## config.mk

```make
export PLATFORM = sky130hd
export DESIGN_NAME = sobel3x3_accel_flat
export DESIGN_NICKNAME = d
export VERILOG_FILES = /design/src/rtl/sobel3x3_accel_if.sv /design/src/rtl/sobel3x3_accel.sv /design/src/flat_wrapper.sv
export SDC_FILE = /design/constraint.sdc
export NUM_CORES = 1
export LEC_CHECK = 0
export CAP_MARGIN = 20
export CORE_UTILIZATION = 35
export DETAILED_ROUTE_END_ITERATION = 12
export PLACE_DENSITY = 0.67
export SLEW_MARGIN = 25
export SYNTH_ARGS = -nofsm -noshare
export SYNTH_HDL_FRONTEND = slang
export SYNTH_SLANG_ARGS = --single-unit
```

## constraint.sdc

```tcl
create_clock -name clk -period 3.3 [get_ports clk]
set_input_delay 0.66 -clock clk [delete_from_list [all_inputs] [get_ports clk]]
set_output_delay 0.66 -clock clk [all_outputs]
set_load 0.01 [all_outputs]
```

## src/rtl/sobel3x3_accel_if.sv

```systemverilog
// SRAM Bank 0 read port: req/gnt request phase plus rvalid data return.
// The accelerator drives the master modport; the SRAM side uses the slave modport.
interface sobel3x3_accel_if #(
  parameter int unsigned ADDR_W = 10,
  parameter int unsigned DATA_W = 32
) ();
  logic              sram_req;
  logic [ADDR_W-1:0] sram_addr;
  logic              sram_gnt;
  logic [DATA_W-1:0] sram_rdata;
  logic              sram_rvalid;

  modport master (
    output sram_req, sram_addr,
    input  sram_gnt, sram_rdata, sram_rvalid
  );

  modport slave (
    input  sram_req, sram_addr,
    output sram_gnt, sram_rdata, sram_rvalid
  );
endinterface

```

## src/rtl/sobel3x3_accel.sv

```systemverilog
// 3x3 Sobel window engine: fetches nine pixels around a centre address, convolves with Gx/Gy
// and compares to a threshold. Define SOBEL3X3_ABS_EN to compare the saturated |acc| instead.
module sobel3x3_accel #(
  parameter int unsigned ADDR_W     = 10,
  parameter int unsigned DATA_W     = 32,
  parameter int unsigned PIX_W      = 8,
  parameter int unsigned ACC_W      = 16,
  parameter int unsigned ROW_STRIDE = 16
) (
  input  logic                clk,
  input  logic                rst_n,
  input  logic                start,
  input  logic [ADDR_W-1:0]   center_addr,
  input  logic                mode,
  input  logic [ACC_W-1:0]    threshold,
  sobel3x3_accel_if.master    sram,
  output logic                busy,
  output logic                done,
  output logic                match,
  output logic [ACC_W-1:0]    result
);

  typedef enum logic [1:0] {S_IDLE, S_FETCH, S_CMP, S_DONE} state_e;

  state_e              state_q, state_d;
  logic [3:0]          k_q, k_d;
  logic                req_q, req_d;
  logic                out_q, out_d;
  logic [ACC_W-1:0]    acc_q, acc_d;
  logic [ADDR_W-1:0]   center_q, center_d;
  logic                mode_q, mode_d;
  logic [ACC_W-1:0]    thr_q, thr_d;
  logic                busy_q, busy_d;
  logic                done_q, done_d;
  logic                match_q, match_d;
  logic [ACC_W-1:0]    result_q, result_d;

  logic                rv_hit;
  logic                last_k;
  logic                req_now;
  logic [3:0]          req_k;
  logic [PIX_W-1:0]    pix;
  logic                cmp_match;
  logic                unused_rdata_hi;

  // Tap address k=3r+c relative to the centre, wrapping modulo 2^ADDR_W.
  function automatic logic [ADDR_W-1:0] tap_addr(input logic [ADDR_W-1:0] c, input logic [3:0] k);
    logic [ADDR_W-1:0] a;
    a = c;
    if (k < 4'd3)       a = a - ADDR_W'(ROW_STRIDE);
    else if (k >= 4'd6) a = a + ADDR_W'(ROW_STRIDE);
    if (k == 4'd0 || k == 4'd3 || k == 4'd6)      a = a - ADDR_W'(1);
    else if (k == 4'd2 || k == 4'd5 || k == 4'd8) a = a + ADDR_W'(1);
    return a;
  endfunction

  // Weighted tap in two's complement; weights are 0, +-1 or +-2.
  function automatic logic [ACC_W-1:0] tap_term(input logic m, input logic [3:0] k,
                                                  input logic [PIX_W-1:0] p);
    logic [ACC_W-1:0] p1;
    logic [ACC_W-1:0] p2;
    logic [ACC_W-1:0] t;
    p1 = ACC_W'(p);
    p2 = p1 << 1;
    t  = '0;
    if (!m) begin
      case (k)
        4'd0, 4'd6: t = -p1;
        4'd2, 4'd8: t = p1;
        4'd3:       t = -p2;
        4'd5:       t = p2;
        default:    t = '0;
      endcase
    end else begin
      case (k)
        4'd0, 4'd2: t = -p1;
        4'd1:       t = -p2;
        4'd6, 4'd8: t = p1;
        4'd7:       t = p2;
        default:    t = '0;
      endcase
    end
    return t;
  endfunction

  assign pix             = sram.sram_rdata[PIX_W-1:0];
  assign unused_rdata_hi = ^sram.sram_rdata[DATA_W-1:PIX_W];
  assign rv_hit          = (state_q == S_FETCH) && out_q && sram.sram_rvalid;
  assign last_k          = (k_q == 4'd8);

  // Next request may be issued in the same cycle the previous pixel returns.
  assign req_now         = (state_q == S_FETCH) && (req_q || (rv_hit && !last_k));
  assign req_k           = req_q ? k_q : 4'(k_q + 4'd1);
  assign sram.sram_req   = req_now;
  assign sram.sram_addr  = req_now ? tap_addr(center_q, req_k) : '0;

  always_comb begin
`ifdef SOBEL3X3_ABS_EN
    logic [ACC_W-1:0] mag;
    mag = acc_q;
    if (acc_q[ACC_W-1]) begin
      mag = (acc_q == {1'b1, {(ACC_W-1){1'b0}}}) ? {1'b0, {(ACC_W-1){1'b1}}} : -acc_q;
    end
    cmp_match = $signed(mag) > $signed(thr_q);
`else
    cmp_match = $signed(acc_q) > $signed(thr_q);
`endif
  end

  always_comb begin
    state_d  = state_q;
    k_d      = k_q;
    req_d    = req_q;
    out_d    = out_q;
    acc_d    = acc_q;
    center_d = center_q;
    mode_d   = mode_q;
    thr_d    = thr_q;
    busy_d   = busy_q;
    done_d   = done_q;
    match_d  = match_q;
    result_d = result_q;
    case (state_q)
      S_IDLE, S_DONE: begin
        if (start) begin
          state_d  = S_FETCH;
          center_d = center_addr;
          mode_d   = mode;
          thr_d    = threshold;
          acc_d    = '0;
          k_d      = 4'd0;
          req_d    = 1'b1;
          out_d    = 1'b0;
          busy_d   = 1'b1;
          done_d   = 1'b0;
          match_d  = 1'b0;
        end
      end
      S_FETCH: begin
        if (rv_hit) begin
          acc_d = acc_q + tap_term(mode_q, k_q, pix);
          if (last_k) begin
            state_d = S_CMP;
            req_d   = 1'b0;
            out_d   = 1'b0;
          end else begin
            k_d   = 4'(k_q + 4'd1);
            req_d = !sram.sram_gnt;
            out_d = sram.sram_gnt;
          end
        end else if (req_q && sram.sram_gnt) begin
          req_d = 1'b0;
          out_d = 1'b1;
        end
      end
      S_CMP: begin
        result_d = acc_q;
        match_d  = cmp_match;
        done_d   = 1'b1;
        busy_d   = 1'b0;
        state_d  = S_DONE;
      end
      default: state_d = S_IDLE;
    endcase
  end

  always_ff @(posedge clk or negedge rst_n) begin
    if (!rst_n) begin
      state_q  <= S_IDLE;
      k_q      <= '0;
      req_q    <= 1'b0;
      out_q    <= 1'b0;
      acc_q    <= '0;
      center_q <= '0;
      mode_q   <= 1'b0;
      thr_q    <= '0;
      busy_q   <= 1'b0;
      done_q   <= 1'b0;
      match_q  <= 1'b0;
      result_q <= '0;
    end else begin
      state_q  <= state_d;
      k_q      <= k_d;
      req_q    <= req_d;
      out_q    <= out_d;
      acc_q    <= acc_d;
      center_q <= center_d;
      mode_q   <= mode_d;
      thr_q    <= thr_d;
      busy_q   <= busy_d;
      done_q   <= done_d;
      match_q  <= match_d;
      result_q <= result_d;
    end
  end

  assign busy   = busy_q;
  assign done   = done_q;
  assign match  = match_q;
  assign result = result_q;

endmodule

```

## src/flat_wrapper.sv

```systemverilog
// flat-port wrapper written by rule: the top's interface ports become plain ports
module sobel3x3_accel_flat 
#(
  parameter int unsigned ADDR_W     = 10,
  parameter int unsigned DATA_W     = 32,
  parameter int unsigned PIX_W      = 8,
  parameter int unsigned ACC_W      = 16,
  parameter int unsigned ROW_STRIDE = 16
)
  (clk, rst_n, start, center_addr, mode, threshold, busy, done, match, result, sram_sram_req, sram_sram_addr, sram_sram_gnt, sram_sram_rdata, sram_sram_rvalid);
  sobel3x3_accel_if #(.ADDR_W(ADDR_W), .DATA_W(DATA_W)) sram_i ();
  input  logic clk;
  input  logic rst_n;
  input  logic start;
  input  logic [ADDR_W-1:0] center_addr;
  input  logic mode;
  input  logic [ACC_W-1:0] threshold;
  output logic busy;
  output logic done;
  output logic match;
  output logic [ACC_W-1:0] result;
  output wire logic [$bits(sram_i.sram_req)-1:0] sram_sram_req;
  output wire logic [$bits(sram_i.sram_addr)-1:0] sram_sram_addr;
  input wire logic [$bits(sram_i.sram_gnt)-1:0] sram_sram_gnt;
  input wire logic [$bits(sram_i.sram_rdata)-1:0] sram_sram_rdata;
  input wire logic [$bits(sram_i.sram_rvalid)-1:0] sram_sram_rvalid;
  assign sram_sram_req = sram_i.sram_req;
  assign sram_sram_addr = sram_i.sram_addr;
  assign sram_i.sram_gnt = sram_sram_gnt;
  assign sram_i.sram_rdata = sram_sram_rdata;
  assign sram_i.sram_rvalid = sram_sram_rvalid;
  sobel3x3_accel #(.ADDR_W(ADDR_W), .DATA_W(DATA_W), .PIX_W(PIX_W), .ACC_W(ACC_W), .ROW_STRIDE(ROW_STRIDE)) u_core (.clk(clk), .rst_n(rst_n), .start(start), .center_addr(center_addr), .mode(mode), .threshold(threshold), .sram(sram_i), .busy(busy), .done(done), .match(match), .result(result));
endmodule
```

# Word-level counts from Yosys, hierarchy flattened
# Cells that the tools add are included.
# word_totals
ff_bits,70
input_bits,64
output_inout_bits,30
# op_classes
addsub,8
magnitude_cmp,3
eq_ne,20
muxes,35
reduce_logical,28
# op_table
cell,n
$pmux W16 S4,2
$mux W16,5
$mux W10,5
$pmux W16 S2,1
$eq A4 B3 Y1 const B,5
$add A16 B16 Y16,1
$eq A4 B2 Y1 const B,4
$gt A16 B16 Y1,1
$mux W4,4
$neg A8 Y16,1
$neg A9 Y16,1
$add A10 B1 Y10 const B,1
$add A10 B5 Y10 const B,1
$pmux W1 S2,5
$reduce_or A2 Y1,5
$sub A10 B1 Y10 const B,1
$sub A10 B5 Y10 const B,1
$reduce_and A3 Y1,3
$eq A4 B4 Y1 const B,2
$logic_not A4 Y1,2
$mux W1,8
$pmux W4 S2,1
$mux W2,3
$pmux W2 S3,1
other kinds (16),30

# Longest topological paths before layout
# Gate-level depths: netlist (run 1).
# depth
ltp_word,9
ltp_mapped,18

# Worst setup path before layout (run 1)
# Ideal clock, no wire load.
# synth_timing
path_type,input port to flip-flop
from,in sram_sram_rdata[2]
to,reg u_core.acc_q[14]
arrival_time_ns,3.995
required_ns,3.174
slack_ns,-0.821
stages,16
path_buffers,2
path_cell_list,clkbuf_1 > nor3_1 > or3b_1 > clkbuf_1 > nor3_1 > ha_1 > a222oi_1 > a21boi_0 > o22ai_1 > ha_1 > a21oi_1 > nor2b_1 > nor2_1 > nand2_1 > a211o_1 > a221o_1
# synth_via
elab_chain_cells,8
word_cells_on_any_way,10
cone_classes,add/sub (3); mux (7)
# synth_rtl
element,line_no,text
"start, declared",flat_wrapper.sv:25,input wire logic [$bits(sram_i.sram_rdata)-1:0] sram_sram_rdata;
$neg A9 Y16 or $neg A8 Y16 (tied branches),n/a,
"$pmux W16 S4, on equally long branches","sobel3x3_accel.sv:67, sobel3x3_accel.sv:75",
$mux W16 *,sobel3x3_accel.sv:66,if (!m) begin
$mux W16 *,sobel3x3_accel.sv:140,if (rv_hit) begin
$mux W16 *,sobel3x3_accel.sv:123,case (state_q)
$add A16 B16 Y16 *,sobel3x3_accel.sv:141,"acc_d = acc_q + tap_term(mode_q, k_q, pix);"
$mux W16 *,sobel3x3_accel.sv:140,
$pmux W16 S2 *,sobel3x3_accel.sv:123,
"end signal, assigned",sobel3x3_accel.sv:173,acc_q <= '0;
"end signal, assigned",sobel3x3_accel.sv:186,acc_q <= acc_d;
"end, declared",sobel3x3_accel.sv:29,"logic [ACC_W-1:0] acc_q, acc_d;"
# Mark *: on every way between the ends. The rest lies on a longest branch, timed or not. The select of a mux whose other input is x is not followed.
# A chain may end at the register's enable or synchronous reset.

# Worst setup path in the final report (run 1)
# layout_timing
from,reg u_core.k_q[0]
to,out sram_sram_addr[9]
# layout_via
elab_chain_cells,9
word_cells_on_any_way,26
cone_classes,add/sub (3); order compare (2); eq/ne (6); mux (6); reduce/logical (9)
# layout_rtl
element,line_no,text
"start, declared",sobel3x3_accel.sv:26,"logic [3:0] k_q, k_d;"
"start signal, assigned",sobel3x3_accel.sv:183,k_q <= k_d;
$add A4 B1 Y4,sobel3x3_accel.sv:93,assign req_k = req_q ? k_q : 4'(k_q + 4'd1);
$mux W4,sobel3x3_accel.sv:93,
$ge A4 B3 Y1,sobel3x3_accel.sv:51,else if (k >= 4'd6) a = a + ADDR_W'(ROW_STRIDE);
$mux W10,sobel3x3_accel.sv:51,
$mux W10,sobel3x3_accel.sv:50,if (k < 4'd3) a = a - ADDR_W'(ROW_STRIDE);
$add A10 B1 Y10,sobel3x3_accel.sv:53,else if (k == 4'd2 || k == 4'd5 || k == 4'd8) a = a + ADDR_W'(1);
$mux W10,sobel3x3_accel.sv:53,
$mux W10,sobel3x3_accel.sv:52,if (k == 4'd0 || k == 4'd3 || k == 4'd6) a = a - ADDR_W'(1);
$mux W10 *,sobel3x3_accel.sv:95,"assign sram.sram_addr = req_now ? tap_addr(center_q, req_k) : '0;"
"end, declared",flat_wrapper.sv:23,output wire logic [$bits(sram_i.sram_addr)-1:0] sram_sram_addr;
# Mark *: on every way between the ends. The rest lies on a longest branch, timed or not.

==> results of run 1 <==
how the worst max path moves through the flow:
stage          slack (ns)  cells past startpoint                end
6_report            -0.31                     10  sram_sram_addr[9]
5_1_grt             -0.41                     16   u_core.acc_q[15]
4_1_cts             -0.28                     10  sram_sram_addr[9]
3_5_place_dp        -1.11                     16   u_core.acc_q[15]
3_3_place_gp        -1.02                     16   u_core.acc_q[15]
2_1_floorplan       -0.55                     17   u_core.acc_q[15]
registers in the layout (all words and copies together), names as in the netlist:
| register | count |
|---|---|
| u_core.done | 1 |
| u_core.req_q | 1 |
| u_core.k_q | 4 |
| u_core.out_q | 1 |
| u_core.center_q | 10 |
| u_core.thr_q | 16 |
| u_core.state_q | 2 |
| u_core.acc_q | 16 |
| u_core.result | 16 |
| u_core.match | 1 |
| u_core.mode_q | 1 |
| u_core.busy | 1 |
kinds of logic (layout without fill, tap and decap cells):
family	count (synthesis)	in the layout
XOR/XNOR	26	26
multiplexers	47	47
flip-flops	70	70
AO/OA/AOI/OAI	218	218
buffers and inverters	81	294
adder cells (fa/ha/maj)	46	46
other	0	1
AND/OR/NAND/NOR	164	164
layer usage:
| metal | wire length (um) | vias to the layer above | track usage |
|---|---|---|---|
| met4 | 477 | 0 | 0.0780 |
| li1 | - | 2828 | - |
| met1 | 6990 | 2782 | 0.238 |
| met2 | 8990 | 147 | 0.379 |
| met3 | 773 | 38 | 0.0443 |
| met5 | 0 | - | 0 |
metrics by stage:
step	TNS, ns	cells	total power [W]
after floorplan	-3.04	652	0.00368
after global placement	-11.08	1040	0.00507
after detailed placement	-11.78	1040	0.00515
after CTS	-2.97	1069	0.00629
after global routing	-4.84	1081	0.00700
final	-2.60	1082	0.00651
where the power goes:
part / internal (W) / leakage [nW] / total (W) / switching [W]
logic: 0.00210 / 3.03 / 0.00413 / 0.00203
clock network: 0.000505 / 0.125 / 0.000878 / 0.000373
registers: 0.00118 / 0.892 / 0.00150 / 0.000318
total: 0.00379 / 4.04 / 0.00651 / 0.00272
cell type report:
cell class,count,area (um2)
multi-input cells,501,4270
well taps,216,270
fillers,1419,7260
clock buffers,10,229
repair buffers,231,1930
inverters,48,183
diodes,1,2.50
flip-flops and latches,70,1760
clock inverters,5,37.5
layout by cell type (no fill, tap or decap), types with 5 or more instances in the layout:
cell type / n
a211oi_2: 5
a21o_1: 18
a21oi_1: 30
a21oi_2: 10
a22o_1: 8
a22oi_1: 5
buf_2: 9
buf_4: 149
buf_6: 13
clkbuf_16: 9
clkdlybuf4s50_1: 53
dfrtp_1: 67
ha_1: 38
ha_4: 6
inv_1: 43
mux2_2: 43
nand2_1: 53
nand2b_1: 7
nand3_1: 10
nand4_1: 8
nor2_1: 28
o21a_1: 6
o21ai_0: 33
o21ai_1: 9
o21ai_2: 10
o22ai_1: 14
or3_1: 8
xnor2_1: 11
xor2_1: 8
what timing repair did:
item,in CTS,in global routing
pin swaps,44,40
hold endpoints to repair,0,0
endpoints found under the setup margin,21,21
setup buffers,14,12
resized for setup,127,76
==> results.md, run 1 <==
- Final Util: 0.545
- Simple-gate portion of the synthesized area: 0.141
- Hold buffers post-CTS: 0
- EDFF count, synth: 0
- Syn nets: 762
- Num CTS Buffers: 9
- Critical path data arrival time: about 3 ns
- I/O Pins: between 90 and 100
- First-pass GRT wire length: 27,800 um
- CP max-delay cell: or4_4
- Hold Crit Class: input port to asynchronous set/reset pin
- R2r setup slk: -0.25 ns
- Fmax: 277 MHz
- Die Area: approximately 17,000 um2
- Worst Tran Pin Value: between 0.5 and 0.6 ns
- Final Hold Viols: 0
- Fraction of layout instances using a drive strength above 1: 0.402
- TritonCTS clock tree: yes
- Final setup margin: -0.308 ns
- Core Region: roughly 16,000 um2
- R2R cell count: 14
- Initial Utilization: 0.361
- Worst-path maximum fanout: 5
- Largest stage delay, worst path: 0.53 ns
- Die X: about 130 um
- Netlist cell types: between 60 and 70
- Adder-Cell Fraction of Synth Area: 0.101
- Die Y: between 100 and 150 um
- Antenna violations before repair: 1
- Global Route Usage Sum: 0.208
- Violated checks: negative setup slack
- Mapped Area: 5750 um2
- Delay-heaviest family, CP: simple AND/OR/NAND/NOR gates
- Largest area contributor in the netlist: dfrtp_1
- Mux cell area share after synthesis: 0.0914
- Worst-path clk slew: 0.06 ns
- Post-route ant nets: 0
- Clock Root Buffer: clkbuf_16
- Crit start category: register
- H-tree Lvls: 3
- Nets: around 1,000
- Clk_lat worst skew: approximately 0.34 ns
- Period utilization: 1.09
- Drt wl/cell: 15.9 um
- Compound-Gate Fraction of Synth Area: 0.260
- Peak supply drop: ~0.00042 V
- Area contributors post-synth: dfrtp_1 30%, ha_1 9.8%, mux2_2 8.6%
- Crit path cell chain: inv_4, ha_4, inv_2, or4_4, a31oi_4, o21ai_2, or4_4, o2bb2a_4, mux2i_2, buf_2
- Mapped Cells: about 650
- Clock tree buffer depth: 2
- Synth Area in XOR/XNOR: 0.0429
- Clk sinks: 70
- Leakage: approximately 4.0 nW
- #FFs+latches synth: 70
- Top FF cell, synth: dfrtp_1
- Async SR Flop Fraction: 1.00
- Gpl congestion: about 0.90
- Most frequent cell after synthesis: dfrtp_1
- Residual DRC: 0
- Vias in the first global route: 5,855
- CP Data Required Time: about 2.6 ns
- Crit path time final: approximately 3.6 ns
- Buf/Inv on CP: 3
- Top cell type's share of synthesized area: 0.305
- Hpwl dp: about 12,000 um
- Setup Crit Path Kind: register to output port
- Yosys warns: 0
- Final setup viols: 15
- R2r endpoint: u_core.acc_q[15]
- Overflow after GRT: 0
- Relative slew slack: 0.619
- Reg2reg start: u_core.k_q[1]
- RSZ-0062 raised after global routing: yes
- Final Max Slew Viols: 0
- Fin Hold WS: ~0.31 ns
- Routed WL: 17,200 um
- Main combinational cell family by area after synthesis: compound AO/OA/AOI/OAI gates
- I/O Buffers: roughly 70
- Clock Skews: ~0.0085 ns
- Status: finished with violations
- Seq/Total Area, Yosys: 0.305
- Most instantiated cells after synthesis: 70 x dfrtp_1, 55 x nand2_1, 51 x o21ai_0
- Dpl ws: -1.11 ns
- 1st-iter DRT viols: approximately 400
- Cell mode on critical path: or4_4
- Syn Area/Cell: roughly 8.8 um2
- Area grow syn2layout: 51.0%
- Row count: 46
- Pwr/cell area: about 750 nW/um2
- Worst Setup SP: u_core.k_q[0]
- CP endpoint kind: output port
- Placed Area: between 7000 and 8000 um2
- Avg Vias per Cell: approximately 5.4
- Max-cap violation count: 0
- Post-route cell area: just under 9000 um2
- Largest net degree at the start of global routing: 71
- Vias post-DR: 5,795
- TritonRoute pass-1 iters: 8
No activity file was read; power rests on OpenSTA's default activity.
==> run 2, diff against run 1 <==
- CORE_MARGIN: not set -> 2
==> run 2 against run 1 <==
  * The run still ends with negative setup slack left
  * Via count up 1.5%
  * Largest power group unchanged
  * Sequential share of layout area is 0.11 points lower
  * Die area rose by 3.1%
  * Hold slack gained 0.14 ns
  * Clock skew decreased by 0.0015 ns
  * Power increased by 1.7%
  * Maximum frequency shrank 0.40%
  * Cell area up 0.55%
  * Combinational power grew 1%
  * Highest routed layer unchanged
  * Clock power grew 6.7%
==> results.md, run 2 (same netlist as run 1, synthesis figures left out) <==
- Status: finished with violations
- Violated checks: negative setup slack
- Final Max Slew Viols: 0
- Largest net degree at the start of global routing: 71
- Gpl congestion: ~0.90
- Area grow syn2layout: 51.9%
- Worst Tran Pin Value: 0.926 ns
- Max-cap violation count: 0
- Hpwl dp: 12,300 um
- Overflow after GRT: 0
- Avg Vias per Cell: 5.43
- Final setup viols: 17
- Crit path time final: around 3.6 ns
- Fin Hold WS: about 0.44 ns
- Fmax: 276 MHz
- Crit start category: input port
- Largest stage delay, worst path: 0.42 ns
- Most common cell after layout, fill and taps aside: buf_4
- Antenna violations before repair: 0
- Critical path data arrival time: about 4 ns
- Initial Utilization: 0.361
- Worst-path clk slew: roughly 0.060 ns
- H-tree Lvls: 3
- Row count: 46
- Fraction of layout instances using a drive strength above 1: 0.398
- Setup Crit Path Kind: input port to register
- Pwr/cell area: 758 nW/um2
- CP endpoint kind: register
- Worst-path maximum fanout: 4
- Die Area: between 15,000 and 20,000 um2
- Final setup margin: -0.322 ns
- RSZ-0062 raised after global routing: yes
- Number of fill cells: around 1,400
- Hold Crit Class: input port to asynchronous set/reset pin
- Cell mode on critical path: nor3_4
- I/O Buffers: slightly below 70
- Routed WL: roughly 17,000 um
- Drt wl/cell: approximately 16 um
- 1st-iter DRT viols: 447
- Period utilization: 1.10
- CP max-delay cell: or3b_4
- Core Region: roughly 16,000 um2
- Clock tree buffer depth: 2
- Peak supply drop: between 0.0005 and 0.0006 V
- First-pass GRT wire length: around 28,000 um
- Multi-input logic area: ~4300 um2
- Most frequent cells in the layout: 144 x buf_4, 67 x dfrtp_1, 53 x clkdlybuf4s50_1
- Global Route Usage Sum: 0.190
- Die Y: 132 um
- TritonCTS clock tree: yes
- Relative slew slack: 0.382
- Setup Total Neg Slack: -2.60 ns
- Reg area: ~1800 um2
- Crit path cell chain: buf_6, nor3_4, or3b_4, nor3_4, ha_4, a222oi_1, o22ai_1, ha_1, a21oi_2, nand2b_1, o22ai_2, a211oi_2, or3_4, a211o_1, o21ai_2
- TritonRoute pass-1 iters: 5
- # diodes: 0
- Num CTS Buffers: 9
- Vias post-DR: around 6,000
- Clock Skews: around 0.0070 ns
- Die X: roughly 130 um
- Clk_lat worst skew: around 0.34 ns
- Nets: just under 1,000
- Clk sinks: 70
- Post-route ant nets: 0
- Final Hold Viols: 0
- Vias in the first global route: roughly 5,900
- Leakage: roughly 4.1 nW
- Clock Root Buffer: clkbuf_16
- Residual DRC: 0
- I/O Pins: between 90 and 100
- CP Data Required Time: around 3.6 ns
-- run 2: changes by cell type in the layout (fill, tap and decap cells not counted), moves of 3 or more --
cell,before,now
nor2b_1,3,6
buf_4,149,144
nor2_4,4,1
o21ai_1,9,13
nor2b_2,3,0
buf_6,13,20
o21ai_2,10,7
-- run 2: area by class of cell --
type,instances,area share
flip-flops and latches,70,0.201
well taps,216,0.0310
clock buffers,11,0.0278
repair buffers,231,0.221
multi-input cells,501,0.493
inverters,48,0.0209
clock inverters,5,0.00502
-- run 2: worst max-delay path, delay by kind of cell --
kind,cells,cell delay (ns)
compound gates,7,1.31
fa+ha+maj,2,0.58
simple gates,5,1.24
buf+inv,1,0.10
-- run 2: timing repair --
action	in CTS	in global routing
cloned	0	0
resized for setup	145	67
pin swaps	49	44
setup endpoints to repair	21	21
buffers inserted	17	9
hold buffers	0	0
-- run 2: power by group --
group / switching (W) / total, W / leakage (nW) / internal, W
Sequential: 0.000314 / 0.00150 / 0.892 / 0.00118
Combinational: 0.00207 / 0.00419 / 3.04 / 0.00212
Clock: 0.000400 / 0.000937 / 0.140 / 0.000537
Total: 0.00278 / 0.00662 / 4.07 / 0.00384
-- run 2: worst paths after layout --
check                                         from                to  slack, ns  depth (start not counted)
worst max-delay path            sram_sram_rdata[1]  u_core.acc_q[15]      -0.32                         15
worst min-delay path                         rst_n   u_core.acc_q[9]       0.44                          1
worst max register to register       u_core.k_q[0]  u_core.acc_q[15]      -0.25                         15
worst min register to register    u_core.thr_q[14]  u_core.thr_q[14]       0.51                          1
max in group asynchronous                    rst_n     u_core.k_q[2]       2.18                          1
min in group clk                  u_core.thr_q[14]  u_core.thr_q[14]       0.51                          1
-- run 2: through the flow --
stage | instance area [um2] | std cells | utilization | total power (W) | setup WS (ns)
6_report | 8730 | 1082 | 0.548 | 0.00662 | -0.322
5_1_grt | 8730 | 1082 | 0.548 | 0.00713 | -0.449
4_1_cts | 8400 | 1076 | 0.527 | 0.00642 | -0.301
3_5_place_dp | 7670 | 1045 | 0.481 | 0.00515 | -1.09
3_3_place_gp | 7670 | 1045 | 0.481 | 0.00508 | -1.05
2_1_floorplan | 5820 | 652 | - | 0.00368 | -0.555
-- run 2: layer usage --
layer  share of wire  wire length (um)  vias to the layer above  GRT usage
li1                -                 -                     2838          -
met3           0.044               751                       35     0.0338
met5               0                 0                        -          0
met4           0.024               406                        0     0.0646
met2            0.52              8880                      168      0.349
met1            0.41              7020                     2839      0.222
==> RTL edit, RTL diff (config.mk and constraints of run 2) <==
Make the reset (`rst_n`) synchronous in one clocked block.
--- a/src/rtl/sobel3x3_accel.sv
+++ b/src/rtl/sobel3x3_accel.sv
@@ -164,7 +164,7 @@
     endcase
   end
 
-  always_ff @(posedge clk or negedge rst_n) begin
+  always_ff @(posedge clk) begin
     if (!rst_n) begin
       state_q  <= S_IDLE;
       k_q      <= '0;
Function: differs if rst_n is asserted again (counterexample within 4 cycles, from zero or initial values and one cycle with rst_n low); with rst_n held inactive, the same outputs for 4 cycles.
==> RTL edit against run 2 <==
- the flow still finishes with violations (negative setup slack)
- cell area shrank 4.2%
- first-iteration DRC count shrank 33%
- area after synthesis down 5.0%
- die area down 4.9%
- total power down 4.9%
- sequential cell count did not move
- setup slack worse by 0.12 ns
- wire length increased by 0.83%
- critical endpoint is now sram_sram_addr[9]
- highest routed layer unchanged
==> RTL edit: results <==
metrics = {
    "route": {
        "drt_pre_antenna_iters": 7,
        "drt_iter0_markers": 300,
        "via_count": 6070,
        "wl_met1_mm": 7.562,
        "routed-wl-met3_um": 765,
        "wl_met2_mm": 8.455,
        "wl_per_cell_um": 15.37,
    },
    "layout": {
        "nets": 1036,
        "instances_no_fill": 1119,
        "fill_cells": 1361,
        "drive_above_1_share_pct": 30.83,
    },
    "placed_design": {
        "gp_congestion": 0.9284,
        "dpl-instance-area_um2": 7296,
    },
    "timing": {
        "layout_setup_ws_ns": -0.4417,
        "finalSetupViolCount": 15,
        "tns_ns": -3.048,
        "fin_skew_ns": 0.004726,
    },
    "synthesis": {
        "syn-num-nets": 830,
        "async_flop_share_pct": 0,
        "ys_seq_area_share_pct": 25.66,
        "yosys-top-cells-count": "nand2_1, dfxtp_1, nor2_1, a21oi_1, ha_1",
        "syn_inst": 720,
    },
    "min_path": {
        "holdCritPathClass": "reg -> reg",
    },
    "outcome": {
        "violations": "negative setup slack",
        "status": "complete, but fails checks",
    },
    "clock_network": {
        "clk_latency_ns": 0.32,
    },
    "power_and_ir_drop": {
        "p_leak_uw": 0.003571,
        "vdd_drop_max_mv": 0.4623,
    },
    "global_routing": {
        "use_met2_pct": 35.76,
        "use_met1_pct": 25.48,
        "grt_first_pass_wirelength_mm": 27.69,
        "grt_pass1_vias": 5906,
        "grt_start_max_net_pins": 29,
    },
    "setup_path": {
        "max_stage_delay_ns": 0.55,
        "crit_arrival_ns": 3.08,
        "critPathMaxFanout": 10,
    },
}
## RTL edit: changes by cell type after synthesis, moves of 13 or more
cell,delta
dfxtp_1,+70
mux2_2,-43
a21oi_1,+13
nand2_1,+40
dfrtp_1,-70
o21ai_0,-23
nor2_1,+26
mux2i_1,+16
## RTL edit: what timing repair did
action / in CTS / in global routing
setup buffers: 32 / 19
setup endpoints to repair: 19 / 18
resized for setup: 118 / 59
hold buffers: 0 / 0
pin swaps: 51 / 41
## RTL edit: cell type report
cell class,instances,share of cell area [%]
Sequential cell,70,16.86
Multi-Input combinational cell,568,51.05
Tap cell,188,2.812
Timing Repair Buffer,235,23.74
Inverter,42,1.945
Clock buffer,10,2.857
Clock inverter,6,0.7330
## RTL edit: final timing paths
path,start,to,slack (ns),cells past startpoint
worst min register to register,u_core.thr_q[8],u_core.thr_q[8],0.45,2
worst max register to register,u_core.k_q[0],u_core.acc_q[15],-0.44,16
worst max-delay path,u_core.k_q[0],sram_sram_addr[9],-0.44,13
worst min-delay path,u_core.thr_q[8],u_core.thr_q[8],0.45,2
## RTL edit: cell families (layout without fill, tap and decap cells)
| group | count (synthesis) | in the layout | share of synthesized area (%) |
|---|---|---|---|
| and+or+nand+nor | 267 | 267 | 23.28 |
| AOI/OAI and AO/OA | 207 | 207 | 26.14 |
| buffers and inverters | 82 | 293 | 5.842 |
| DFF | 70 | 70 | 25.66 |
| adders and majority gates | 46 | 46 | 10.68 |
| xor gates and xnor gates | 27 | 27 | 4.467 |
| muxes | 21 | 21 | 3.940 |
## RTL edit: power by group
part | internal, uW | switching (uW) | leakage, uW
Sequential | 1010 | 185 | 0.000572
Clock | 602 | 358 | 0.000148
Combinational | 2020 | 2120 | 0.00285
Total | 3630 | 2660 | 0.00357
